<file path="config.mk">
export PLATFORM = sky130hd
export DESIGN_NAME = vadf_decoder
export DESIGN_NICKNAME = d
export VERILOG_FILES = /design/src/rtl/vadf_decoder.sv
export SDC_FILE = /design/constraint.sdc
export NUM_CORES = 1
export LEC_CHECK = 0
export ABC_AREA = 1
export BUFFER_PORTS_ARGS = -buffer_cell sky130_fd_sc_hd__buf_2
export CAP_MARGIN = 30
export CORE_MARGIN = 2
export CORE_UTILIZATION = 36
export DETAILED_ROUTE_END_ITERATION = 10
export SYNTH_ARGS = -nofsm -noshare
export SYNTH_HDL_FRONTEND = slang
export SYNTH_SLANG_ARGS = --single-unit
export TNS_END_PERCENT = 1
</file>
<file path="constraint.sdc">
create_clock -name clk -period 2 [get_ports clk]
set_input_delay 0.5 -clock clk [delete_from_list [all_inputs] [get_ports clk]]
set_output_delay 0.5 -clock clk [all_outputs]
set_load 0.02 [all_outputs]
</file>
<file path="src/rtl/vadf_decoder.sv">
// rtl/vadf_decoder.sv - VADF compressed-word decoder with Hamming-protected location and error counters
module vadf_decoder #(
    parameter logic [1:0] A     = 2'd1,
    parameter logic [1:0] B     = 2'd2,
    parameter logic [1:0] C     = 2'd3,
    parameter int         CNT_W = 16
) (
    input  logic             clk,
    input  logic             rst,
    input  logic             in_valid,
    output logic             in_ready,
    input  logic [1:0]       mode_sel,
    input  logic [15:0]      in_code,
    output logic             out_valid,
    input  logic             out_ready,
    output logic [31:0]      out_data,
    output logic             err_corr,
    output logic             err_uncorr,
    output logic [CNT_W-1:0] corr_count,
    output logic [CNT_W-1:0] uncorr_count
);

    logic             s1_valid_q, s1_valid_d;
    logic [15:0]      s1_code_q, s1_code_d;
    logic [1:0]       s1_mode_q, s1_mode_d;
    logic [4:0]       s1_l_q, s1_l_d;
    logic             s1_corr_q, s1_corr_d;
    logic             s1_uncorr_q, s1_uncorr_d;

    logic             out_valid_q, out_valid_d;
    logic [31:0]      out_data_q, out_data_d;
    logic             err_corr_q, err_corr_d;
    logic             err_uncorr_q, err_uncorr_d;
    logic [CNT_W-1:0] corr_cnt_q, corr_cnt_d;
    logic [CNT_W-1:0] uncorr_cnt_q, uncorr_cnt_d;

    logic       s2_load;
    logic       out_fire;
    logic [4:0] l_raw, l_fix;
    logic [3:0] e_raw;
    logic [2:0] syn;
    logic       ham_en, par_err;
    logic [31:0] pow, recon;

    assign s2_load  = !out_valid_q || out_ready;
    assign in_ready = !s1_valid_q || s2_load;
    assign out_fire = out_valid_q && out_ready;

    // Field extraction, syndrome and single-bit location correction.
    always_comb begin
        l_raw   = 5'd0;
        e_raw   = 4'd0;
        ham_en  = 1'b0;
        par_err = 1'b0;
        if (mode_sel == A) begin
            l_raw   = in_code[14:10];
            e_raw   = in_code[9:6];
            ham_en  = 1'b1;
            par_err = in_code[15] ^ (^in_code[5:0]);
        end else if (mode_sel == B) begin
            l_raw  = in_code[11:7];
            e_raw  = in_code[6:3];
            ham_en = 1'b1;
        end else if (mode_sel == C) begin
            l_raw   = in_code[7:3];
            par_err = in_code[2] ^ (^in_code[7:3]);
        end
        syn = {e_raw[3] ^ l_raw[4] ^ l_raw[2] ^ l_raw[1],
               e_raw[2] ^ l_raw[4] ^ l_raw[3] ^ l_raw[1],
               e_raw[1] ^ l_raw[4] ^ l_raw[3] ^ l_raw[2]};
        l_fix = l_raw;
        if (ham_en) begin
            case (syn)
                3'b110:  l_fix[1] = ~l_raw[1];
                3'b101:  l_fix[2] = ~l_raw[2];
                3'b011:  l_fix[3] = ~l_raw[3];
                3'b111:  l_fix[4] = ~l_raw[4];
                default: l_fix = l_raw;
            endcase
        end
    end

    always_comb begin
        s1_valid_d  = s1_valid_q;
        s1_code_d   = s1_code_q;
        s1_mode_d   = s1_mode_q;
        s1_l_d      = s1_l_q;
        s1_corr_d   = s1_corr_q;
        s1_uncorr_d = s1_uncorr_q;
        if (in_ready) begin
            s1_valid_d  = in_valid;
            s1_code_d   = in_code;
            s1_mode_d   = mode_sel;
            s1_l_d      = l_fix;
            s1_corr_d   = ham_en && (syn != 3'b000);
            s1_uncorr_d = par_err || (ham_en && (e_raw[0] ^ l_raw[0]));
        end
    end

    // Reconstruction: leading one at L followed by as many mantissa bits as fit below it.
    always_comb begin
        pow   = 32'd1 << s1_l_q;
        recon = 32'd0;
        if (s1_mode_q == A) begin
            if (s1_code_q == 16'd0)
                recon = 32'd0;
            else if (s1_l_q < 5'd6)
                recon = pow | ({26'd0, s1_code_q[5:0]} & (pow - 32'd1));
            else
                recon = {25'd0, 1'b1, s1_code_q[5:0]} << (s1_l_q - 5'd6);
        end else if (s1_mode_q == B) begin
            if (s1_code_q[11:0] == 12'd0)
                recon = 32'd0;
            else if (s1_l_q < 5'd3)
                recon = pow | ({29'd0, s1_code_q[2:0]} & (pow - 32'd1));
            else
                recon = {28'd0, 1'b1, s1_code_q[2:0]} << (s1_l_q - 5'd3);
        end else if (s1_mode_q == C) begin
            if (s1_code_q[7:0] == 8'd0)
                recon = 32'd0;
            else if (s1_l_q == 5'd0)
                recon = 32'd1;
            else if (s1_l_q == 5'd1)
                recon = {30'd0, 1'b1, s1_code_q[0]};
            else
                recon = {29'd0, 1'b1, s1_code_q[1:0]} << (s1_l_q - 5'd2);
        end
    end

    always_comb begin
        out_valid_d  = out_valid_q;
        out_data_d   = out_data_q;
        err_corr_d   = err_corr_q;
        err_uncorr_d = err_uncorr_q;
        if (s2_load) begin
            out_valid_d  = s1_valid_q;
            out_data_d   = recon;
            err_corr_d   = s1_corr_q;
            err_uncorr_d = s1_uncorr_q;
        end
        corr_cnt_d   = corr_cnt_q;
        uncorr_cnt_d = uncorr_cnt_q;
        if (out_fire && err_corr_q && (corr_cnt_q != {CNT_W{1'b1}}))
            corr_cnt_d = corr_cnt_q + CNT_W'(1);
        if (out_fire && err_uncorr_q && (uncorr_cnt_q != {CNT_W{1'b1}}))
            uncorr_cnt_d = uncorr_cnt_q + CNT_W'(1);
    end

    always_ff @(posedge clk) begin
        if (rst) begin
            s1_valid_q   <= 1'b0;
            s1_code_q    <= 16'd0;
            s1_mode_q    <= 2'd0;
            s1_l_q       <= 5'd0;
            s1_corr_q    <= 1'b0;
            s1_uncorr_q  <= 1'b0;
            out_valid_q  <= 1'b0;
            out_data_q   <= 32'd0;
            err_corr_q   <= 1'b0;
            err_uncorr_q <= 1'b0;
            corr_cnt_q   <= '0;
            uncorr_cnt_q <= '0;
        end else begin
            s1_valid_q   <= s1_valid_d;
            s1_code_q    <= s1_code_d;
            s1_mode_q    <= s1_mode_d;
            s1_l_q       <= s1_l_d;
            s1_corr_q    <= s1_corr_d;
            s1_uncorr_q  <= s1_uncorr_d;
            out_valid_q  <= out_valid_d;
            out_data_q   <= out_data_d;
            err_corr_q   <= err_corr_d;
            err_uncorr_q <= err_uncorr_d;
            corr_cnt_q   <= corr_cnt_d;
            uncorr_cnt_q <= uncorr_cnt_d;
        end
    end

    assign out_valid    = out_valid_q;
    assign out_data     = out_data_q;
    assign err_corr     = err_corr_q;
    assign err_uncorr   = err_uncorr_q;
    assign corr_count   = corr_cnt_q;
    assign uncorr_count = uncorr_cnt_q;

endmodule

</file>
==> impl_metrics.env <==
export IMPL_grt_setup_unrepaired="yes"
export IMPL_yosysWarningCount=0
export IMPL_synth_distinct_cells=49
export IMPL_initial_utilization_pct=36.8
export IMPL_h_tree_depth=3
export IMPL_synth_net_count=1029
export IMPL_max_slew_margin_pct=71.1
export IMPL_cellLeakagePower_uw=0.00365
export IMPL_grt_pass1_vias=6387
export IMPL_antenna_cells_inserted=0
export IMPL_pre_antenna_drt_iters=5
export IMPL_via_per_inst=5.06
export IMPL_die_width_um=137
export IMPL_final_hold_viol_count=0
export IMPL_required_ps=2270
export IMPL_cts_clk_slew_worst_paths_ps=70
export IMPL_synthDominantAreaCellType="dfxtp_1"
export IMPL_grt_total_usage_pct=21.3
export IMPL_drv_slew=0
export IMPL_std_cell_rows=48
export IMPL_sequential_element_share_of_the_synthesized_area_pct=29.3
export IMPL_gp_congestion=0.987
export IMPL_period_minus_slack_ps=1940
export IMPL_crit_reg2reg_launch="s1_l_q[1]"
export IMPL_n_fill_cell=1814
export IMPL_maximum_capacitance_violations=0
export IMPL_area_growth_pct=28.0
export IMPL_reg2reg_to="out_data[5]"
export IMPL_die_height_um=137
export IMPL_tritoncts_clock_tree="done"
export IMPL_grt_first_pass_wirelength_mm=31.6
export IMPL_worst_ep_arrival_time_ps=2210
export IMPL_pwr_density_cell_nw_per_um2=680
export IMPL_postSynthCellCount=992
export IMPL_dr_max_layer_used="met4"
export IMPL_routed_wl_met2_mm=8.82
export IMPL_cts_inserted_buffers=9
export IMPL_met3_length_mm=1.08
export IMPL_route_layer_met1_wl_mm=9.27
export IMPL_worst_setup_path_startpoint="s1_l_q[1]"
export IMPL_clock_sinks=93
export IMPL_fin_worst_skew_ps=11.7
export IMPL_cts_buffer_depth=2
export IMPL_mappedNetlistArea_sq_um=6360
export IMPL_worst_r2r_path_depth=10
export IMPL_wirelength_mm=19.7
export IMPL_setup_viols_final=0
export IMPL_reg2reg_setup_slack_ps=60
export IMPL_yosys_area_top_type_share_pct=29.3
export IMPL_max_freq_mhz=514
export IMPL_hpwl_mm=15.7
export IMPL_antenna_violating_nets_post_route=0
export IMPL_timing_final_ws_setup_ps=55.1
export IMPL_synth_top_flop_cell="dfxtp_1"
export IMPL_critical_path_max_fanout=12
export IMPL_final_layout_size_suffix_gt1_share_pct=25.2
export IMPL_run_status="complete, no violations"
export IMPL_detailedPlace_worstSlack_ps=-298
export IMPL_synth_top_cells_by_area="dfxtp_1 (29%), nand2_1 (12%), o21ai_0 (8.3%), nor2_1 (7.8%), a21oi_1 (6.1%)"
export IMPL_drt_initial_drc_count=595
export IMPL_coreArea_sq_um=17300
export IMPL_grt_antenna_before_repair=0
export IMPL_final_core_util_pct=47.1
export IMPL_nNetsFinal=1189
export IMPL_synth_seq_cells=93
export IMPL_critPathCaptureType="flop"
export IMPL_dp_cells=1362
export IMPL_post_synth_arst_share_pct=0
export IMPL_worst_ir_drop_on_vdd_v=0.000453
export IMPL_period_share_pct=97.2
export IMPL_tightest_slew_ps=430
export IMPL_drt_drc_violations_left=0
export IMPL_die_area_sq_um=18700
export IMPL_clock_tree_root_cell="clkbuf_16"
export IMPL_globalRouteOverflowTotal=0
export IMPL_clock_latency_ps=350
export IMPL_postSynthAreaPerCell_sq_um=6.41
export IMPL_path_class="flop to flop"
export IMPL_post_layout_nonfiller_instances=1382
export IMPL_grt_max_degree=40
export IMPL_design_portCount=90
export IMPL_synth_edff_count=0
export IMPL_critical_path_startpoint_type="flop"
export IMPL_hold_path_class="input pin to flop"
export IMPL_yosysMostFrequentCell="nand2_1"
export IMPL_route_vias_total=6993
export IMPL_port_buffer_count=89
export IMPL_wl_per_instance_um=14.3
export IMPL_timing_critical_path_to="out_data[5]"
export IMPL_synthTopCellsByCount="nand2_1 (204), nor2_1 (132), o21ai_0 (105)"
cell families after synthesis:
family,after synthesis,share of synthesized area [%]
XOR/XNOR,15,2.89
AND/OR/NAND/NOR,467,32.4
adder cells (fa/ha/maj),15,2.95
flip-flops,93,29.3
AO/OA/AOI/OAI,263,23.1
buffers and inverters,139,9.31
power by group:
group / internal (uW) / total [uW] / switching, uW / leakage, uW
sequential: 1920 / 1970 / 44.4 / 0.000759
clock: 996 / 1760 / 759 / 0.000150
combinational: 691 / 1820 / 1120 / 0.00274
how the worst min path moves through the flow:
stage,startpoint,end,slack (ps),depth (start not counted)
final,in_valid,s1_valid_q,370,2
after global placement,err_corr,err_corr,450,2
after global routing,in_valid,s1_valid_q,380,2
after CTS,in_valid,s1_valid_q,370,2
after floorplan,s1_corr_q,s1_corr_q,440,2
after detailed placement,err_corr,err_corr,460,2
cell usage in the layout, fill, tap and decap left out, drive strengths merged:
cell type  Yosys  final
o21ai        118    118
clkinv         3      3
a31oi         14     14
and2           2      2
a22oi         15     15
nor4           3      3
nand4         12     12
ha            15     15
nand2        218    218
o21bai         4      4
a211oi         5      5
xnor2          3      3
or2            3      3
o21a           7      7
o22ai         10     10
dfxtp         93     93
clkbuf        21     10
nor3          15     15
a221oi         2      2
o221ai         2      2
a41oi          1      1
bufinv         0      1
o211ai         2      2
nand3         66     66
xor2          12     12
o31ai          3      3
a21oi         80     80
nor2         148    148
buf           16    186
inv           99    104
routing by layer:
metal  vias to the layer above  GRT usage, %
li1                       3639             -
met1                      3118          28.4
met2                       199          34.1
met3                        37          4.56
met4                         0          7.10
met5                         -             0
state kept, by name, indices dropped and copies added, names as in the netlist:
register      count
s1_l_q            5
s1_corr_q         1
err_uncorr        1
uncorr_count     16
s1_mode_q         2
out_valid         1
corr_count       16
s1_code_q        16
out_data         32
s1_uncorr_q       1
s1_valid_q        1
err_corr          1
what timing repair did:
action / CTS / global route
hold buffers: 0 / 0
gates cloned: 0 / 1
setup endpoints to repair: 11 / 36
pin swaps: 0 / 6
setup buffers: 0 / 3
resized for setup: 5 / 48
critical path: stages (launching register included):
cell and delay, ps:
dfxtp_2 340, buf_4 150, buf_4 180, ha_1 190
nand2_1 100, nor2_2 60, nor3_1 250, a21oi_1 140
nor2_1 220, nor2_1 60, a31oi_1 170
cell type report:
class / instances / area (sq um) / area share [%]
Inverter: 102 / 392 / 4.81
Timing Repair Buffer: 186 / 1240 / 15.2
Multi-Input combinational cell: 760 / 4060 / 49.8
Tap cell: 225 / 282 / 3.46
Sequential cell: 93 / 1860 / 22.9
Clock inverter: 6 / 76.3 / 0.938
Clock buffer: 10 / 229 / 2.81
per-stage QoR:
stage	setup TNS, ps	cell area, sq um	power [uW]	hold slack (ps)
CTS	-2.51	7960	5480	370
global route	-315	8140	5870	379
floorplan	0	6360	3060	442
finish	0	8140	5540	373
global placement	-1430	7640	3700	453
detailed placement	-1670	7640	3700	463
(Power assumes the default switching activity.)
